<file path="src/rtl/spi_pkg.sv">
// spi_pkg: shared types and widths for the LCD SPI receive path.
// FSM encoding, byte/word widths and the D/C bit position.
package spi_pkg;

    typedef enum logic [1:0] {
        IDLE  = 2'd0,
        SHIFT = 2'd1,
        PUSH  = 2'd2
    } state_t;

    localparam int SPI_BYTE_W = 8;
    localparam int RX_WORD_W  = 9;
    localparam int DC_BIT     = 8;

endpackage

</file>
<file path="src/rtl/spi_lcd_rx_if.sv">
// spi_lcd_rx_if: SPI pins plus the downstream FIFO write port.
// master drives the SPI lines and FIFO status, slave is the receiver.
interface spi_lcd_rx_if;
    import spi_pkg::*;

    logic                 spi_lcd_csn;
    logic                 spi_clk;
    logic                 spi_mosi;
    logic                 spi_datacommand;
    logic                 rx_full;
    logic                 rx_wr;
    logic [RX_WORD_W-1:0] rx_dout;

    modport master (
        output spi_lcd_csn,
        output spi_clk,
        output spi_mosi,
        output spi_datacommand,
        output rx_full,
        input  rx_wr,
        input  rx_dout
    );

    modport slave (
        input  spi_lcd_csn,
        input  spi_clk,
        input  spi_mosi,
        input  spi_datacommand,
        input  rx_full,
        output rx_wr,
        output rx_dout
    );

endinterface

</file>
<file path="src/rtl/spi_sync.sv">
// spi_sync: N-flop synchroniser for one asynchronous SPI input.
// RESET_VAL sets the idle level presented while in reset.
module spi_sync #(
    parameter int   SYNC_STAGES = 2,
    parameter logic RESET_VAL   = 1'b0
) (
    input  logic clk,
    input  logic rst,
    input  logic d,
    output logic q
);

    logic [SYNC_STAGES-1:0] ff;

    // shift the raw input through the flop chain
    always_ff @(posedge clk or negedge rst) begin
        if (!rst) ff <= {SYNC_STAGES{RESET_VAL}};
        else      ff <= {ff[SYNC_STAGES-2:0], d};
    end

    assign q = ff[SYNC_STAGES-1];

endmodule

</file>
<file path="src/rtl/spi_lcd_rx.sv">
// spi_lcd_rx: SPI mode-0 responder for the LCD command link.
// Deserialises MSB-first bytes tagged with D/C into a 9-bit FIFO stream.
module spi_lcd_rx
    import spi_pkg::*;
#(
    parameter int SYNC_STAGES = 2,
    parameter int CNT_W       = 16
) (
    input  logic             clk,
    input  logic             rst,
    spi_lcd_rx_if.slave      bus,
    input  logic             err_clr,
    output logic             overrun,
    output logic             frame_err,
    output logic             busy,
    output logic [CNT_W-1:0] rx_count
);

    localparam logic [CNT_W-1:0] CNT_ONE = CNT_W'(1);

    logic csn_s, sclk_s, mosi_s, dc_s, sync_ready;
    logic sclk_prev, rise_q, bit_q, dc_q, armed;

    state_t state, state_nxt;

    logic [SPI_BYTE_W-2:0] shr, shr_nxt;
    logic [2:0]            cnt, cnt_nxt;
    logic [RX_WORD_W-1:0]  dout_nxt;
    logic                  wr_nxt, ovr_set, ferr_set, count_inc;

    spi_sync #(.SYNC_STAGES(SYNC_STAGES), .RESET_VAL(1'b1)) u_sync_csn (
        .clk(clk), .rst(rst), .d(bus.spi_lcd_csn), .q(csn_s)
    );
    spi_sync #(.SYNC_STAGES(SYNC_STAGES), .RESET_VAL(1'b0)) u_sync_sclk (
        .clk(clk), .rst(rst), .d(bus.spi_clk), .q(sclk_s)
    );
    spi_sync #(.SYNC_STAGES(SYNC_STAGES), .RESET_VAL(1'b0)) u_sync_mosi (
        .clk(clk), .rst(rst), .d(bus.spi_mosi), .q(mosi_s)
    );
    spi_sync #(.SYNC_STAGES(SYNC_STAGES), .RESET_VAL(1'b0)) u_sync_dc (
        .clk(clk), .rst(rst), .d(bus.spi_datacommand), .q(dc_s)
    );
    // goes high once the synchronisers hold real samples, not reset values
    spi_sync #(.SYNC_STAGES(SYNC_STAGES), .RESET_VAL(1'b0)) u_sync_ready (
        .clk(clk), .rst(rst), .d(1'b1), .q(sync_ready)
    );

    assign busy = ~csn_s;

    // registered SCLK rise with the MOSI/DC samples taken alongside it
    always_ff @(posedge clk or negedge rst) begin
        if (!rst) begin
            sclk_prev <= 1'b0;
            rise_q    <= 1'b0;
            bit_q     <= 1'b0;
            dc_q      <= 1'b0;
        end else begin
            sclk_prev <= sclk_s;
            rise_q    <= sclk_s & ~sclk_prev;
            bit_q     <= mosi_s;
            dc_q      <= dc_s;
        end
    end

    // a CS already low at reset release must go high before a frame starts
    always_ff @(posedge clk or negedge rst) begin
        if (!rst) armed <= 1'b0;
        else      armed <= armed | (sync_ready & csn_s);
    end

    // state register
    always_ff @(posedge clk or negedge rst) begin
        if (!rst) state <= IDLE;
        else      state <= state_nxt;
    end

    // next-state logic
    always_comb begin
        state_nxt = state;
        unique case (state)
            IDLE: begin
                if (armed && !csn_s) state_nxt = SHIFT;
            end
            SHIFT: begin
                if (csn_s)                       state_nxt = IDLE;
                else if (rise_q && cnt == 3'd7)  state_nxt = PUSH;
            end
            PUSH: begin
                state_nxt = csn_s ? IDLE : SHIFT;
            end
            default: state_nxt = IDLE;
        endcase
    end

    // datapath and output decode per state
    always_comb begin
        shr_nxt   = shr;
        cnt_nxt   = cnt;
        dout_nxt  = bus.rx_dout;
        wr_nxt    = 1'b0;
        ovr_set   = 1'b0;
        ferr_set  = 1'b0;
        count_inc = 1'b0;
        unique case (state)
            IDLE: begin
                cnt_nxt = 3'd0;
                shr_nxt = '0;
            end
            SHIFT: begin
                if (csn_s) begin
                    ferr_set = (cnt != 3'd0);
                    cnt_nxt  = 3'd0;
                    shr_nxt  = '0;
                end else if (rise_q) begin
                    shr_nxt = {shr[SPI_BYTE_W-3:0], bit_q};
                    cnt_nxt = cnt + 3'd1;
                    if (cnt == 3'd7) dout_nxt = {dc_q, shr, bit_q};
                end
            end
            PUSH: begin
                wr_nxt    = ~bus.rx_full;
                count_inc = ~bus.rx_full;
                ovr_set   = bus.rx_full;
            end
            default: ;
        endcase
    end

    // output registers, counters and sticky flags (set beats clear)
    always_ff @(posedge clk or negedge rst) begin
        if (!rst) begin
            shr         <= '0;
            cnt         <= 3'd0;
            bus.rx_dout <= '0;
            bus.rx_wr   <= 1'b0;
            rx_count    <= '0;
            overrun     <= 1'b0;
            frame_err   <= 1'b0;
        end else begin
            shr         <= shr_nxt;
            cnt         <= cnt_nxt;
            bus.rx_dout <= dout_nxt;
            bus.rx_wr   <= wr_nxt;
            if (count_inc) rx_count <= rx_count + CNT_ONE;
            overrun     <= ovr_set | (overrun & ~err_clr);
            frame_err   <= ferr_set | (frame_err & ~err_clr);
        end
    end

endmodule
</file>
<file path="src/flat_wrapper.sv">
// flat-port wrapper written by rule: the top's interface ports become plain ports
module spi_lcd_rx_flat import spi_pkg::*;
#(
    parameter int SYNC_STAGES = 2,
    parameter int CNT_W       = 16
)
  (clk, rst, err_clr, overrun, frame_err, busy, rx_count, bus_spi_lcd_csn, bus_spi_clk, bus_spi_mosi, bus_spi_datacommand, bus_rx_full, bus_rx_wr, bus_rx_dout);
  spi_lcd_rx_if bus_i ();
  input  logic clk;
  input  logic rst;
  input  logic err_clr;
  output logic overrun;
  output logic frame_err;
  output logic busy;
  output logic [CNT_W-1:0] rx_count;
  input wire logic [$bits(bus_i.spi_lcd_csn)-1:0] bus_spi_lcd_csn;
  input wire logic [$bits(bus_i.spi_clk)-1:0] bus_spi_clk;
  input wire logic [$bits(bus_i.spi_mosi)-1:0] bus_spi_mosi;
  input wire logic [$bits(bus_i.spi_datacommand)-1:0] bus_spi_datacommand;
  input wire logic [$bits(bus_i.rx_full)-1:0] bus_rx_full;
  output wire logic [$bits(bus_i.rx_wr)-1:0] bus_rx_wr;
  output wire logic [$bits(bus_i.rx_dout)-1:0] bus_rx_dout;
  assign bus_i.spi_lcd_csn = bus_spi_lcd_csn;
  assign bus_i.spi_clk = bus_spi_clk;
  assign bus_i.spi_mosi = bus_spi_mosi;
  assign bus_i.spi_datacommand = bus_spi_datacommand;
  assign bus_i.rx_full = bus_rx_full;
  assign bus_rx_wr = bus_i.rx_wr;
  assign bus_rx_dout = bus_i.rx_dout;
  spi_lcd_rx #(.SYNC_STAGES(SYNC_STAGES), .CNT_W(CNT_W)) u_core (.clk(clk), .rst(rst), .bus(bus_i), .err_clr(err_clr), .overrun(overrun), .frame_err(frame_err), .busy(busy), .rx_count(rx_count));
endmodule
</file>
<file path="config.mk">
export PLATFORM = sky130hd
export DESIGN_NAME = spi_lcd_rx_flat
export DESIGN_NICKNAME = d
export VERILOG_FILES = /design/src/rtl/spi_pkg.sv /design/src/rtl/spi_lcd_rx_if.sv /design/src/rtl/spi_sync.sv /design/src/rtl/spi_lcd_rx.sv /design/src/flat_wrapper.sv
export SDC_FILE = /design/constraint.sdc
export NUM_CORES = 1
export LEC_CHECK = 0
export ABC_AREA = 1
export ABC_CLOCK_PERIOD_IN_PS = 1500
export BUFFER_PORTS_ARGS = -buffer_cell sky130_fd_sc_hd__buf_2
export CAP_MARGIN = 20
export CELL_PAD_IN_SITES_DETAIL_PLACEMENT = 1
export CELL_PAD_IN_SITES_GLOBAL_PLACEMENT = 1
export CORE_MARGIN = 10
export CORE_UTILIZATION = 35
export DETAILED_ROUTE_END_ITERATION = 7
export MAX_ROUTING_LAYER = met4
export PLACE_DENSITY_LB_ADDON = 0.1
export SETUP_SLACK_MARGIN = 0.02
export SYNTH_ARGS = -nofsm -noshare
export SYNTH_HDL_FRONTEND = slang
export SYNTH_SLANG_ARGS = --single-unit
export TNS_END_PERCENT = 20
</file>
<file path="constraint.sdc">
create_clock -name clk -period 1.5 [get_ports clk]
set_clock_uncertainty 0.2 [all_clocks]
set_input_delay 0.225 -clock clk [delete_from_list [all_inputs] [get_ports clk]]
set_output_delay 0.225 -clock clk [all_outputs]
set_load 0.005 [all_outputs]
</file>
==> results of run 1 <==
==> how the worst min path moves through the flow <==
| stage | start | to | cells past startpoint |
|---|---|---|---|
| 2_1_floorplan | rst | u_core.armed | 0 |
| 3_3_place_gp | rst | u_core.bus.rx_dout[0] | 2 |
| 3_5_place_dp | rst | u_core.bus.rx_dout[0] | 2 |
| 4_1_cts | bus_rx_full | u_core.overrun | 3 |
| 5_1_grt | bus_rx_full | u_core.overrun | 3 |
| 6_report | bus_rx_full | u_core.overrun | 3 |
==> through the flow <==
| stage | cells | TNS (ps) |
|---|---|---|
| final | 360 | -95.2 |
| after global routing | 360 | -1580 |
| after CTS | 358 | -60.8 |
| after detailed placement | 341 | -226 |
| after global placement | 341 | -141 |
| after floorplan | 213 | 0 |
==> metal layers <==
metal | GRT usage (%) | vias up | routed length, µm
met1 | 13.1 | 794 | 2190
met3 | 2.75 | 5 | 164
li1 | - | 811 | -
met2 | 17.2 | 25 | 2540
met4 | 2.93 | 0 | 35
met5 | - | - | 0
==> logic make-up (layout without fill, tap and decap cells) <==
kind of cell    after synthesis  after routing
fa+ha+maj                     4              4
other cells                   1              1
simple gates                 86             86
buf+inv                      34            104
compound gates               26             26
flops                        55             55
xor+xnor                      7              7
==> cells in the final DEF (no fill, tap or decap), types with 3 or more instances in the layout <==
cell / Yosys / routed
nand2_2: 2 / 8
nand2_4: 1 / 4
xnor2_1: 3 / 3
inv_2: 1 / 4
nand4_1: 6 / 6
inv_1: 32 / 29
buf_2: 0 / 35
nand3b_1: 3 / 3
xor2_1: 4 / 4
nor2_1: 7 / 5
nor2_2: 4 / 4
buf_4: 0 / 14
nand2_1: 49 / 40
dfrtp_1: 53 / 52
o22ai_2: 0 / 3
clkbuf_8: 0 / 5
nor2_4: 2 / 4
buf_6: 1 / 5
dlygate4sd3_1: 0 / 6
nand3_1: 8 / 8
o21ai_2: 8 / 8
o22ai_1: 7 / 3
o21ai_1: 3 / 6
==> state kept, by name, summed over array words and instances, names as in the netlist, 3 cells and up <==
name and count:
u_core.bus.rx_dout 9, u_core.shr 7, u_core.cnt 3, u_core.rx_count 16
==> what timing repair did <==
action                                 CTS  global route
cloned                                   1             0
pin swaps                                4             6
resized for setup                       30             8
hold buffers                             6             0
buffers inserted                         2             2
setup endpoints to repair               23            32
endpoints found under the hold margin   60             0
==> cell type report <==
type	count	area, µm²	share of cell area [%]
Timing Repair Buffer	63	464	15.4
Inverter	33	124	4.12
Sequential cell	55	1380	45.9
Multi-Input combinational cell	124	835	27.7
Clock inverter	2	37.5	1.25
Tap cell	77	96.3	3.20
Clock buffer	6	72.6	2.41
==> worst register-to-register path: cells and delay by family, from the launching register on <==
kind,cells,cell delay [ps]
buf+inv,2,270
flops,1,470
simple gates,4,430
compound gates,1,40
==> power groups by stage <==
stage,clock network (mW),logic (mW),registers [mW]
6_report,0.985,0.153,1.52
5_1_grt,1.10,0.171,1.53
4_1_cts,1.03,0.146,1.52
3_5_place_dp,0,0.117,1.55
3_3_place_gp,0,0.116,1.55
2_1_floorplan,0,0.0441,1.55
==> impl_metrics.tcl, run 1 <==
set metrics [dict create \
    cellPowerDensity_mw_per_mm2 885 \
    start_kind "flop" \
    hold_class "in2reg" \
    grt_pass1_wl_mm 8.58 \
    clk_pin_slew_ps 100 \
    grt_pass1_vias 1760 \
    synth_xor_area_share_pct 2.74 \
    post-route-drc-count 0 \
    grt-ovfl-total 0 \
    cp_top_family "flip-flops" \
    final_net_count 294 \
    fillers 716 \
    syn_avg_cell_area_um2 10.5 \
    rr_worst_depth 7 \
    hold_violations 0 \
    die_area_mm2 0.00999 \
    synth_compound_area_share_pct 7.99 \
    synth_top_cell_by_area "dfrtp_1" \
    combPwrFrac_pct 5.7 \
    antenna_found_initial 0 \
    design_area_mm2 0.00301 \
    seqPwrFrac_pct 57.3 \
    syn_inst 213 \
    drtAntennaViolNets 0 \
    cts-buffers-inserted 5 \
    reg2reg_setup_slack_ps -20 \
    cp_slowest_cell "dfstp_2" \
    dieHeight_um 100 \
    wirelength_mm 4.93 \
    dpl_cell_area_mm2 0.00265 \
    violations "negative setup slack" \
    num_vias 1635 \
    swShare_pct 22.1 \
    cp-startpoint "u_core.u_sync_csn.ff[1]" \
    p_total_mw 2.66 \
    ys_async_sr_fraction_pct 100 \
    cp_cell_sequence "inv_2, buf_6, buf_6" \
    synthTopCellsByArea "dfrtp_1, nand2_1, inv_1, o21ai_2, dfstp_2" \
    syn_nets 225 \
    internal_power_mw 2.07 \
    muxShareOfSynthArea_pct 0 \
    cts_root_buf "clkbuf_8" \
    grtUsageTotal_pct 10.7 \
    synth_top_area_share_pct 59.3 \
    dpl_worst_slack_ps -37.1 \
    arrival_ps 1100 \
    synth_fa_ha_area_share_pct 2.24 \
    final_core_util_pct 47.9 \
    cp_max_fo 2 \
    die_x_um 100 \
    status "finished, violations left" \
    clock_latency_ps 310 \
    io_pins 37 \
    yosysSeqAreaShare_pct 61.6 \
    ir_worst_vdd_mv 0.414 \
    yosysWarnings 0 \
    worstSetupPathType "reg2out" \
    period_needed_ps 1530 \
    viasPerCell 4.54 \
    numPortBuffers 36 \
    yosysUniqueCellTypes 29 \
    cts.sinks 55 \
    rows 29 \
    routedWlPerCell_um 13.7 \
    synth-edff-count 0 \
    synth_flop_cell "dfrtp_1" \
    pwr-share-clk_pct 37.0 \
    path_depth 3 \
    area_growth_pct 34.4 \
    synthSimpleGateAreaFrac_pct 19.2 \
    drt_pre_antenna_iters 3 \
    setup_slack_ps -28.5 \
    diodes 0 \
    required_ps 1070 \
    slew_viol_final 0 \
    max_freq_ghz 0.654 \
    cts_tree "done" \
    gp_congestion 0.684 \
    htreeDepth 2 \
    mappedNetlistArea_mm2 0.00224 \
    slowest_delay_ps 550 \
    reg2reg_from "u_core.state[1]" \
    layout-drive-gt1-share_pct 38.2 \
    crit_path_end "busy" \
    rr_endpoint "u_core.bus.rx_dout[2]" \
    hpwl_mm 3.47 \
    synth-seq-cells 55 \
    drt_iter0_drc 36 \
    synth_top_family_by_area "simple AND/OR/NAND/NOR gates" \
    cp_common_cell "buf_6" \
    cp_num_buf_inv 3 \
    p_sw_mw 0.589 \
    setup_viol 7 \
    grt_setup_unrepaired "yes" \
    cap_violations 0 \
    p_leak_nw 1.53 \
    setup.worst_path.end_class "primary output" \
    grt_max_degree 56 \
    synth.most_common_cell "dfrtp_1" \
    synth_common_cells "dfrtp_1, nand2_1, inv_1, nand3_1, o21ai_2" \
    start_util_pct 35.7 \
    finalHoldWorstSlack_ps 66.6 \
    core_area_mm2 0.00628 \
    final.period_utilization_pct 102 \
    cts_buffer_depth 2 \
]
Power figures use the tool's default switching activity.
==> run 2, diff against run 1 <==
- REMOVE_ABC_BUFFERS: default -> 1
==> run 2 against run 1 <==
Effect of this change: combinational power up 12%; worst setup slack got worse by 14 ps; the flow still finishes with violations (negative setup slack); largest cell class unchanged; die area unchanged; maximum frequency fell by 0.90%; via count up 2.1%; utilization increased by 0.24 points.
==> impl_metrics.tcl, run 2 (same netlist as run 1, synthesis figures left out) <==
set metrics [dict create \
    die_area_mm2 0.00999 \
    design_area_mm2 0.00302 \
    largest_register_ffs 16 \
    p_leak_nw 1.57 \
    core_area_mm2 0.00628 \
    violations "negative setup slack" \
    slew_viol_final 0 \
    grt_setup_unrepaired "yes" \
    setup_slack_ps -42.3 \
    wirelength_mm 5.00 \
    grt_pass1_vias 1808 \
    period_needed_ps 1540 \
    diodes 0 \
    swShare_pct 21.8 \
    routedWlPerCell_um 13.7 \
    cts_root_buf "clkbuf_8" \
    area_growth_pct 35.1 \
    layout_commonest_cell "dfrtp_1" \
    clock_latency_ps 310 \
    drt_pre_antenna_iters 4 \
    hold_class "in2reg" \
    hold_violations 0 \
    final_net_count 299 \
    cellPowerDensity_mw_per_mm2 883 \
    cts-buffers-inserted 5 \
    final.period_utilization_pct 103 \
    dpl_cell_area_mm2 0.00267 \
    antenna_found_initial 0 \
    ir_worst_vdd_mv 0.367 \
    start_util_pct 35.7 \
    cp_max_fo 2 \
    arrival_ps 1120 \
    seqPwrFrac_pct 57.0 \
    cts.sinks 55 \
    top_regs "u_core.rx_count: 16 flops, u_core.bus.rx_dout: 9 flops, u_core.shr: 7 flops" \
    grt-ovfl-total 0 \
    max_freq_ghz 0.648 \
    drt_iter0_drc 19 \
    fillers 721 \
    largest_register "u_core.rx_count" \
    status "finished, violations left" \
    combPwrFrac_pct 6.4 \
    grt_max_degree 22 \
    hpwl_mm 3.61 \
    num_vias 1669 \
    drtAntennaViolNets 0 \
    setup_viol 2 \
    pwr-share-clk_pct 36.6 \
    viasPerCell 4.57 \
    rows 29 \
    final_cell_mix "dfrtp_1, nand2_1, buf_2, inv_1, buf_4" \
    die_x_um 100 \
    p_sw_mw 0.583 \
    cts_tree "done" \
    io_pins 37 \
    cap_violations 0 \
    htreeDepth 2 \
    final_core_util_pct 48.2 \
    required_ps 1070 \
    start_kind "flop" \
    numPortBuffers 36 \
    cts_buffer_depth 2 \
    post-route-drc-count 0 \
    clk_pin_slew_ps 90 \
    worstSetupPathType "reg2out" \
    dpl_worst_slack_ps -56.6 \
    internal_power_mw 2.09 \
    gp_congestion 0.724 \
    dieHeight_um 100 \
    setup.worst_path.end_class "primary output" \
    grt_pass1_wl_mm 8.74 \
    grtUsageTotal_pct 10.9 \
    layout-drive-gt1-share_pct 38.2 \
    finalHoldWorstSlack_ps 65.8 \
]
run 2: power groups by stage:
stage	Clock, mW	Sequential, mW	Combinational (mW)
6_report	0.976	1.52	0.171
5_1_grt	1.07	1.53	0.194
4_1_cts	1.02	1.52	0.149
3_5_place_dp	0	1.55	0.127
3_3_place_gp	0	1.55	0.125
2_1_floorplan	0	1.55	0.0441
run 2: final timing paths:
kind                                    startpoint                 endpoint  slack, ps  depth (start not counted)
max                        u_core.u_sync_csn.ff[1]                     busy        -40                          3
min                                    bus_rx_full           u_core.overrun         70                          3
max reg2reg                        u_core.state[0]      u_core.rx_count[15]        -20                          6
min reg2reg                 u_core.u_sync_dc.ff[1]              u_core.dc_q        150                          0
max in group asynchronous                      rst  u_core.u_sync_csn.ff[1]        360                          3
min in group asynchronous                      rst       u_core.rx_count[6]        210                          2
run 2: cell type report:
cell class                      count  area, µm²  share of cell area, %
Sequential cell                    55       1380                   45.6
Multi-Input combinational cell    124        816                   27.0
Timing Repair Buffer               68        502                   16.6
Inverter                           33        124                   4.10
Tap cell                           77       96.3                   3.19
Clock buffer                        7       76.3                   2.52
Clock inverter                      1       30.0                  0.993
run 2: per-stage QoR:
stage	power [mW]	std cells	TNS (ps)
after floorplan	1.59	212	0
after global placement	1.68	342	-54.7
after detailed placement	1.68	342	-205
after CTS	2.70	362	-90.6
after global routing	2.79	365	-2040
final	2.67	365	-61.7
run 2: layer usage:
metal  wire, µm  track usage, %  vias to the layer above
li1           -               -                      822
met1       2230            13.5                      818
met2       2550            17.2                       22
met3        146            2.34                        7
met4         73            3.59                        0
met5          0               -                        -
run 2: timing repair:
| item | 4_1_cts | 5_1_grt |
|---|---|---|
| setup buffers | 6 | 3 |
| pin swaps | 4 | 7 |
| hold buffers | 6 | 0 |
| endpoints found under the hold margin | 58 | 0 |
| gates resized for setup | 11 | 24 |
| endpoints found under the setup margin | 21 | 34 |
run 2: worst max-delay path: stages (launching register included):
cell and delay, ps:
dfstp_2 550, inv_2 50, buf_6 110, buf_6 100
==> run 3, diff against run 2 <==
- SYNTH_HIERARCHICAL: default -> 1
==> run 3 against run 2 <==
Effect of this change: the flow still finishes with violations (negative setup slack); cell area shrank 2.9%; global-route usage is essentially flat; synthesized cell count grew 1.4%; critical path depth grew 3; total power shrank 7.1%; register-to-register slack lost 40 ps; routed wire length grew 5.6%; sequential power is essentially flat; critical endpoint is now u_core/rx_count[8]; largest power group unchanged.
==> impl_metrics.tcl, run 3 <==
set metrics [dict create \
    status "finished, violations left" \
    violations "negative setup slack" \
    cts-buffers-inserted 5 \
    largest_register_ffs 16 \
    max_freq_ghz 0.641 \
    synth_top_cell_by_area "dfrtp_1" \
    grt_max_degree 56 \
    met1_usage_pct 12.8 \
    synth-seq-cells 55 \
    syn_inst 216 \
    largest_register "u_core/rx_count" \
    mappedNetlistArea_mm2 0.00221 \
    final.period_utilization_pct 104 \
    p_leak_nw 1.48 \
    worstSetupPathType "reg2reg" \
    p_total_mw 2.48 \
    setup_viol 2 \
    yosysUniqueCellTypes 29 \
    use_met2_pct 18.0 \
    num_vias 1706 \
    final_net_count 301 \
    cellPowerDensity_mw_per_mm2 844 \
    ys_async_sr_fraction_pct 100 \
    antenna_found_initial 0 \
    place_inst 338 \
    layout.cells.non_filler 364 \
    start_kind "flop" \
    cts_tree "done" \
    top_regs "u_core/rx_count: 16 flops, u_core/bus.rx_dout: 9 flops, u_core/shr: 7 flops" \
    setup.worst_path.end_class "flop" \
    numPortBuffers 36 \
    period_needed_ps 1560 \
    slowest_delay_ps 440 \
    cp_slowest_cell "dfrtp_1" \
    layout_commonest_cell "dfrtp_1" \
    grt-ovfl-total 0 \
    core_area_mm2 0.00603 \
    clock_latency_ps 310 \
    ir_worst_vdd_mv 0.594 \
    gp_congestion 0.786 \
    cts_buffer_depth 2 \
    synth_common_cells "dfrtp_1, nand2_1, inv_1, o21ai_0" \
    post-route-drc-count 0 \
    cp_top_family "simple AND/OR/NAND/NOR gates" \
    viasPerCell 4.69 \
    cp_num_buf_inv 0 \
    clk_pin_slew_ps 100 \
    routedWlPerCell_um 14.5 \
    syn_avg_cell_area_um2 10.2 \
    gr-usage-met3_pct 2.98 \
    arrival_ps 1560 \
    diodes 0 \
    cp_cell_sequence "ha_4, nand2_4, nand3b_1, nor2_4, nand2_1, xnor2_1" \
    die_x_um 99.5 \
    fillers 688 \
    cap_violations 0 \
    layout-drive-gt1-share_pct 36.3 \
    grt_pass1_wl_mm 8.61 \
    dieHeight_um 99.5 \
    io_pins 37 \
    grt_setup_unrepaired "yes" \
    yosysSeqAreaShare_pct 62.3 \
    seqCellArea_mm2 0.00138 \
    dpl_worst_slack_ps -68.6 \
    hold_violations 0 \
    die_area_mm2 0.00990 \
    fin_setup_tns_ps -87.3 \
    wirelength_mm 5.28 \
    cts.sinks 55 \
    final_cell_mix "dfrtp_1, nand2_1, buf_2, inv_1, buf_4" \
    cp_max_fo 4 \
    synth_flop_cell "dfrtp_1" \
    start_util_pct 36.7 \
    synth_top_area_share_pct 60.0 \
    cts_root_buf "clkbuf_8" \
    hpwl_mm 3.61 \
    multiInputGateArea_um2 796 \
    drtAntennaViolNets 0 \
    grt.busiest_layer "met2" \
    slew_viol_final 0 \
    htreeDepth 2 \
    rows 28 \
    setup_slack_ps -60.4 \
    drt_pre_antenna_iters 4 \
    synth.most_common_cell "dfrtp_1" \
    drt_iter0_drc 32 \
    required_ps 1500 \
    synth-edff-count 0 \
    grtUsageTotal_pct 10.9 \
    synthTopCellsByArea "dfrtp_1, nand2_1, inv_1, o21ai_0, dfstp_2" \
    yosysWarnings 6 \
    area_growth_pct 32.8 \
    hold_class "in2reg" \
    grt_pass1_vias 1812 \
]
## run 3: cell types whose count changed in the layout (fill, tap and decap cells not counted), moves of 3 or more
cell	change
nand2_1	-9
nand2_2	+5
o21ai_1	+10
o21ai_2	-10
buf_4	+5
buf_6	-5
nand4_1	-3
o22ai_1	-5
o21ai_0	+13
## run 3: worst paths after layout
kind                       cells past startpoint                        end                startpoint  slack, ps
setup reg to reg                               6         u_core/rx_count[8]        u_core/rx_count[0]        -60
setup / recovery                               6         u_core/rx_count[8]        u_core/rx_count[0]        -60
hold / removal                                 3             u_core/overrun               bus_rx_full         60
max in group asynchronous                      3    u_core/u_sync_csn/ff[0]                       rst        570
hold reg to reg                                0               u_core/bit_q  u_core/u_sync_mosi/ff[1]        160
min in group asynchronous                      3  u_core/u_sync_ready/ff[1]                       rst        260
## run 3: logic make-up (layout without fill, tap and decap cells)
kind of cell             count (synthesis)  after routing  share of synthesized area, %
buffers and inverters                   35            107                          6.17
XOR/XNOR                                11             11                          4.36
AO/OA/AOI/OAI                           32             32                          7.52
other                                    1              1                         0.170
adder cells (fa/ha/maj)                  4              4                          2.26
AND/OR/NAND/NOR                         78             79                          17.2
flip-flops                              55             55                          62.3
## run 3: area by class of cell
class / instances / share of cell area [%]
inverters: 34 / 4.68
repair buffers: 66 / 15.1
clock inverters: 2 / 0.596
clock buffers: 5 / 2.34
flip-flops and latches: 55 / 47.0
multi-input cells: 127 / 27.1
well taps: 75 / 3.19
## run 3: tightest hold or removal path, stage by stage
cell and delay [ps]:
buf_2 80, inv_1 70, o21ai_0 160
## run 3: timing repair
action                     4_1_cts  5_1_grt
setup endpoints to repair       17       30
hold buffers                     6        0
buffers inserted                 3        9
pin swaps                        3       10
gates resized for setup          7       32
hold endpoints to repair        60        0
cloned                           0        1
## run 3: per-stage QoR
stage | hold slack [ps] | utilization (%) | instance area (µm²)
global placement | 51.2 | 42.9 | 2580
floorplan | -271 | - | 2210
global route | 112 | 48.8 | 2940
finish | 60.4 | 48.8 | 2940
detailed placement | 45.6 | 42.9 | 2580
CTS | 51.8 | 46.1 | 2780
## run 3: where the power goes
part | switching (mW) | total [mW] | internal [mW]
combinational | 0.0810 | 0.128 | 0.0466
clock | 0.492 | 0.822 | 0.330
sequential | 0.0184 | 1.53 | 1.51
total | 0.592 | 2.48 | 1.89
## run 3: routing by layer
metal / vias up / wire, µm
li1: 829 / -
met1: 848 / 2490
met2: 29 / 2630
met3: 0 / 161
met4: 0 / 0
met5: - / 0
